==> src/rtl/timed_decoder_pkg.sv <==
// Shared types and helpers for the timed one-hot decoder.
// Latency: n/a (types and a pure combinational function only).
// Backpressure: n/a.
package timed_decoder_pkg;

    // Widest output bus the rotate helper supports; OUT_WIDTH must not exceed it.
    localparam int MAX_OUT_WIDTH = 1024;

    typedef enum logic [1:0] {
        LEVEL = 2'd0,
        PULSE = 2'd1,
        HOLD  = 2'd2,
        SCAN  = 2'd3
    } mode_e;

    typedef enum logic [1:0] {
        S_IDLE  = 2'd0,
        S_LEVEL = 2'd1,
        S_HOLD  = 2'd2,
        S_SCAN  = 2'd3
    } state_e;

    // Rotate the low 'width' bits of value left by one; bit width-1 wraps to bit 0.
    // Bits at or above 'width' come back as zero.
    function automatic logic [MAX_OUT_WIDTH-1:0] onehot_rotl(
        input logic [MAX_OUT_WIDTH-1:0] value,
        input int                       width
    );
        logic [MAX_OUT_WIDTH-1:0] r;
        r = '0;
        for (int i = 0; i < MAX_OUT_WIDTH; i++) begin
            if (i == width - 1) begin
                r[0] = value[i];
            end else if (i < width - 1) begin
                r[i+1] = value[i];
            end
        end
        return r;
    endfunction

endpackage

==> src/rtl/timed_decoder_dec.sv <==
// Combinational binary-to-one-hot decoder with enable, truncated to OUTPUT_SIZE lines.
// Latency: 0 cycles (pure combinational).
// Backpressure: none; output follows inputs directly.
module timed_decoder_dec #(
    parameter int INPUT_SIZE  = 5,
    parameter int OUTPUT_SIZE = 2**INPUT_SIZE
) (
    input  logic [INPUT_SIZE-1:0]  sel,
    input  logic                   en,
    output logic [OUTPUT_SIZE-1:0] dec
);

    // One line high for the selected index; all zero when disabled or index beyond OUTPUT_SIZE.
    always_comb begin
        dec = '0;
        for (int i = 0; i < OUTPUT_SIZE; i++) begin
            if (en && (sel == INPUT_SIZE'(i))) begin
                dec[i] = 1'b1;
            end
        end
    end

endmodule

==> src/rtl/timed_decoder.sv <==
// Registered one-hot decoder with level / pulse / hold / scan modes over valid/ready.
// Latency: accepted command shows on out from the accepting edge (one register stage).
// Backpressure: in_ready low during an active hold (until its last cycle) and while clear is high.
module timed_decoder
    import timed_decoder_pkg::*;
#(
    parameter int INPUT_SIZE = 5,
    parameter int OUT_WIDTH  = 2**INPUT_SIZE,
    parameter int HOLD_WIDTH = 8
) (
    input  logic                  clk,
    input  logic                  rst,
    input  logic                  clear,
    input  logic                  in_valid,
    output logic                  in_ready,
    input  logic [1:0]            in_mode,
    input  logic [INPUT_SIZE-1:0] in_sel,
    input  logic [HOLD_WIDTH-1:0] in_hold,
    output logic [OUT_WIDTH-1:0]  out,
    output logic                  busy,
    output logic                  err
);

    // OUT_WIDTH can be 2**INPUT_SIZE, so the compare needs one extra bit.
    localparam logic [INPUT_SIZE:0] OUT_LIMIT = OUT_WIDTH[INPUT_SIZE:0];

    state_e                  state_q, state_d;
    logic [OUT_WIDTH-1:0]    out_q, out_d;
    logic [HOLD_WIDTH-1:0]   cnt_q, cnt_d;
    logic [HOLD_WIDTH-1:0]   dwell_q, dwell_d;
    logic                    err_q, err_d;

    logic                    in_range;
    logic                    accept;
    logic [OUT_WIDTH-1:0]    sel_onehot;
    logic [MAX_OUT_WIDTH-1:0] out_ext;

    assign in_range = ({1'b0, in_sel} < OUT_LIMIT);

    timed_decoder_dec #(
        .INPUT_SIZE  (INPUT_SIZE),
        .OUTPUT_SIZE (OUT_WIDTH)
    ) u_dec (
        .sel (in_sel),
        .en  (in_range),
        .dec (sel_onehot)
    );

    // Hold refuses new work until its final cycle so back-to-back pulses still flow.
    assign in_ready = !rst && !clear && ((state_q != S_HOLD) || (cnt_q == '0));
    assign accept   = in_valid && in_ready;

    assign out  = out_q;
    assign err  = err_q;
    assign busy = (state_q != S_IDLE);

    // Zero-extended copy of the output so the package rotate helper can work on it.
    always_comb begin
        out_ext                = '0;
        out_ext[OUT_WIDTH-1:0] = out_q;
    end

    // Next-state: clear beats an accepted command, which beats hold/scan sequencing.
    always_comb begin
        state_d = state_q;
        out_d   = out_q;
        cnt_d   = cnt_q;
        dwell_d = dwell_q;
        err_d   = 1'b0;
        if (clear) begin
            state_d = S_IDLE;
            out_d   = '0;
            cnt_d   = '0;
        end else if (accept) begin
            if (!in_range) begin
                // Bad index: flag it and drop to idle whatever the mode.
                err_d   = 1'b1;
                state_d = S_IDLE;
                out_d   = '0;
                cnt_d   = '0;
            end else begin
                out_d = sel_onehot;
                unique case (mode_e'(in_mode))
                    LEVEL: begin
                        state_d = S_LEVEL;
                        cnt_d   = '0;
                    end
                    PULSE: begin
                        state_d = S_HOLD;
                        cnt_d   = '0;
                    end
                    HOLD: begin
                        state_d = S_HOLD;
                        cnt_d   = in_hold;
                    end
                    SCAN: begin
                        state_d = S_SCAN;
                        cnt_d   = in_hold;
                        dwell_d = in_hold;
                    end
                    default: ;
                endcase
            end
        end else begin
            unique case (state_q)
                S_HOLD: begin
                    if (cnt_q == '0) begin
                        state_d = S_IDLE;
                        out_d   = '0;
                    end else begin
                        cnt_d = cnt_q - 1'b1;
                    end
                end
                S_SCAN: begin
                    if (cnt_q == '0) begin
                        out_d = OUT_WIDTH'(onehot_rotl(out_ext, OUT_WIDTH));
                        cnt_d = dwell_q;
                    end else begin
                        cnt_d = cnt_q - 1'b1;
                    end
                end
                default: ;
            endcase
        end
    end

    // State, counter and output registers with synchronous reset.
    always_ff @(posedge clk) begin
        if (rst) begin
            state_q <= S_IDLE;
            out_q   <= '0;
            cnt_q   <= '0;
            dwell_q <= '0;
            err_q   <= 1'b0;
        end else begin
            state_q <= state_d;
            out_q   <= out_d;
            cnt_q   <= cnt_d;
            dwell_q <= dwell_d;
            err_q   <= err_d;
        end
    end

endmodule

==> config.mk <==
export PLATFORM = sky130hd
export DESIGN_NAME = timed_decoder
export DESIGN_NICKNAME = d
export VERILOG_FILES = /design/src/rtl/timed_decoder_pkg.sv /design/src/rtl/timed_decoder_dec.sv /design/src/rtl/timed_decoder.sv
export SDC_FILE = /design/constraint.sdc
export NUM_CORES = 1
export LEC_CHECK = 0
export CAP_MARGIN = 30
export CELL_PAD_IN_SITES_DETAIL_PLACEMENT = 1
export CELL_PAD_IN_SITES_GLOBAL_PLACEMENT = 1
export CORE_MARGIN = 2
export CORE_UTILIZATION = 30
export DETAILED_ROUTE_END_ITERATION = 12
export PLACE_DENSITY = 0.67
export SLEW_MARGIN = 10
export SYNTH_ARGS = -nofsm -noshare
export SYNTH_HDL_FRONTEND = slang
export SYNTH_SLANG_ARGS = --single-unit
export TNS_END_PERCENT = 10
==> constraint.sdc <==
create_clock -name clk -period 2 [get_ports clk]
set_input_delay 0.4 -clock clk [delete_from_list [all_inputs] [get_ports clk]]
set_output_delay 0.4 -clock clk [all_outputs]
set_load 0.005 [all_outputs]
==> out/results.tsv <==
stage	metric	value	unit
critical_path	cpPeakStageDelay	590	ps
hold_path	hp-class	flip-flop to flip-flop	
pwr	p_switching	0.000574	W
detailed_routing	vias_per_cell	5.37	
synth	syn_area	0.00255	mm2
sta	fin_crit_sh	98.9	%
pwr	clkPwrFrac	36.7	%
synth	synth-seq-cells	50	
synth	ys_seq_area_share	39.3	%
synth	yosys_warnings	0	
clocking	cts_tree	yes	
detailed_routing	dr_total_vias	2698	
die	die_area	0.00925	mm2
clocking	cts_max_level	2	
clocking	clock_sinks	50	
critical_path	cp_common_cell	buf_4	
clocking	numCtsBuffers	5	
sta	final_max_slew_viol_count	0	
synth	synthDistinctLibCells	44	
flow_run	drv_cap	0	
synth	synthFlopType	dfxtp_1	
critical_path	r2r_setup_slack	20	ps
clocking	clock_path_buffers	2	
die	die_w	96.2	um
place	portBuffers	52	
synth	syn-num-nets	331	
critical_path	crit_arrival	2200	ps
layout	final_common_cell	clkdlybuf4s50_1	
synth	avgSynthCellArea	8.28	um2
die	fp-row-count	33	
place	place_ws	-393	ps
critical_path	end_kind	flip-flop	
detailed_routing	drc	0	
sta	maxSlewHeadroom	52.5	%
critical_path	worst_r2r_endpoint	cnt_q[7]$_SDFFE_PP0P_	
sta	tightestPinTransition	712	ps
pwr	p_per_area	566	mW/mm2
detailed_routing	wirelength	9060	um
clocking	insertion_delay	320	ps
sta	setup_tns	0	ps
layout	nets	419	
grt	grt_pass1_vias	2713	
critical_path	worst_r2r_path_depth	7	
die	floorplan.initialDensity	31.0	%
sta	hold_viol	0	
detailed_routing	drt_iter0_markers	81	
layout	area_growth	50.3	%
layout	stdcell_count	502	
place	dp.cells	490	
sta	clock_skew	17.4	ps
critical_path	required	2230	ps
clocking	cts-root-buf	clkbuf_8	
sta	setup_violations	0	
pwr	p_total	0.00217	W
grt	overflow	0	
critical_path	rr_startpoint	cnt_q[4]$_SDFFE_PP0P_	
clocking	clk_pin_slew	90	ps
detailed_routing	wire_per_inst	18.1	um
detailed_routing	dr.pass1.iters	4	
pwr	p_int	0.00159	W
grt	grt_pass1_wl	14500	um
grt	grt_max_degree	33	
place	gp_congestion	0.776	
synth	ys_async_sr_fraction	0	%
layout	n_antenna_cell	0	
pwr	sw_frac_of_total	26.5	%
layout	final_core_util	46.7	%
synth	synth_edf_count	0	
detailed_routing	ant_nets	0	
die	die_y	96.2	um
pwr	peakVddDrop	0.326	mV
critical_path	crit_path_max_fanout	12	
critical_path	cp-startpoint	cnt_q[4]$_SDFFE_PP0P_	
critical_path	crit_path_end	cnt_q[7]$_SDFFE_PP0P_	
die	core_area	0.00822	mm2
critical_path	slowest_stage	or4_4	
pwr	pwr-share-seq	47.7	%
critical_path	critical_path.startpoint_type	flip-flop	
die	io_pins	54	
grt	gr-usage-all-layers	20.4	%
place	hpwl	6430	um
run_status	status	completed	
layout	final_cell_mix	50 x clkdlybuf4s50_1, 48 x buf_4, 47 x nor2_1, 47 x dfxtp_1, 41 x o21ai_0	
layout	layout-drive-gt1-share	27.0	%
pwr	power_leakage	1.59	nW
critical_path	critical_path_class	flip-flop to flip-flop	
clocking	hold_buffers	0	
synth	synthCells	308	
critical_path	crit_chain	or4_4 -> nor3_2 -> buf_4 -> a21oi_1 -> buf_4 -> o21a_1 -> a221oi_2	
sta	setup_ws	22.1	ps
sta	fmax	0.506	GHz
grt	antenna_found_initial	0	
sta	rsz0062_at_grt	yes	
pwr	p_comb_share	15.5	%
sta	period_needed	1980	ps
[Yosys cell counts, drive strengths merged (2+ instances only)]
cell type	count	area [um2]
xor2	3	26.3
nor3	4	25.0
nor2	49	184
o211ai	2	15.0
nand3	13	65.1
a211oi	3	22.5
ha	4	50.1
a21oi	13	65.1
dfxtp	50	1000
nand2	18	70.1
o21ai	42	210
a31oi	4	25.0
mux2i	4	40.0
o21a	2	15.0
and2	3	18.8
nor4b	4	60.1
a221oi	33	295
buf	7	37.5
or2	3	18.8
nor3b	2	20.0
nor2b	5	31.3
and4	4	35.0
clkbuf	15	56.3
inv	5	18.8
a21o	2	15.0
o31ai	2	28.8
[layout make-up]
class                   count  area (um2)
fillers                   969        4380
multi-input cells         231        1620
flip-flops and latches     50        1000
repair buffers            103         942
well taps                 105         131
clock buffers               6        82.6
clock inverters             2        38.8
inverters                   5        18.8
[worst max-delay path, delay by kind of cell, from the launching register on]
family,cells,cell delay [ps]
and+or+nand+nor,2,770
AOI/OAI and AO/OA,3,450
DFF,1,350
buffers and inverters,2,320
[metal layers]
layer	track usage [%]	share of wire, %	routed length (um)	vias to the layer above
li1	-	-	-	1319
met1	27.9	49	4460	1308
met2	33.4	46	4170	62
met3	2.74	3.4	309	9
met4	5.71	1.3	116	0
met5	0	0	0	-
[registers in the layout, indices dropped and copies added, names as in the netlist]
| register | cells |
|---|---|
| dwell_q | 8 |
| cnt_q | 8 |
| out | 32 |
| state_q | 2 |
[worst min-delay path by stage]
stage,startpoint,to,slack [ps],depth (start not counted)
6_report,dwell_q[3]$_SDFFE_PP0P_,dwell_q[3]$_SDFFE_PP0P_,460,2
5_1_grt,dwell_q[1]$_SDFFE_PP0P_,dwell_q[1]$_SDFFE_PP0P_,480,2
3_3_place_gp,dwell_q[4]$_SDFFE_PP0P_,dwell_q[4]$_SDFFE_PP0P_,440,2
4_1_cts,dwell_q[4]$_SDFFE_PP0P_,dwell_q[4]$_SDFFE_PP0P_,460,2
3_5_place_dp,dwell_q[4]$_SDFFE_PP0P_,dwell_q[4]$_SDFFE_PP0P_,450,2
2_1_floorplan,dwell_q[2]$_SDFFE_PP0P_,dwell_q[2]$_SDFFE_PP0P_,430,2
[metrics by stage]
step                area [um2]  hold slack [ps]
finish                    3830              463
floorplan                 2550              433
global placement          3480              444
global route              3830              481
CTS                       3730              461
detailed placement        3510              447
[power by group through the flow]
| stage | clock, W | sequential [W] | combinational [W] |
|---|---|---|---|
| 5_1_grt | 0.000849 | 0.00104 | 0.000367 |
| 3_3_place_gp | 0 | 0.00106 | 0.000304 |
| 6_report | 0.000797 | 0.00104 | 0.000336 |
| 3_5_place_dp | 0 | 0.00106 | 0.000311 |
| 2_1_floorplan | 0 | 0.00105 | 0.000139 |
| 4_1_cts | 0.000810 | 0.00103 | 0.000321 |
[cells by family (layout without fill, tap and decap cells)]
group | count (synthesis) | count (layout) | synth area share [%]
and+or+nand+nor | 111 | 111 | 22.8
AOI/OAI and AO/OA | 107 | 107 | 28.5
DFF | 50 | 50 | 39.3
buffers and inverters | 27 | 116 | 4.42
adders and majority gates | 4 | 4 | 1.96
xor gates and xnor gates | 4 | 4 | 1.37
muxes | 4 | 4 | 1.57
other | 1 | 1 | 0.147
[what timing repair did]
item                                    in CTS  in global routing
setup buffers                                4                  0
gates resized for setup                     15                 27
endpoints found under the setup margin      39                 43
pin swaps                                    3                  2
gates cloned                                 0                  0
endpoints found under the hold margin        0                  0
(Power assumes the default switching activity.)
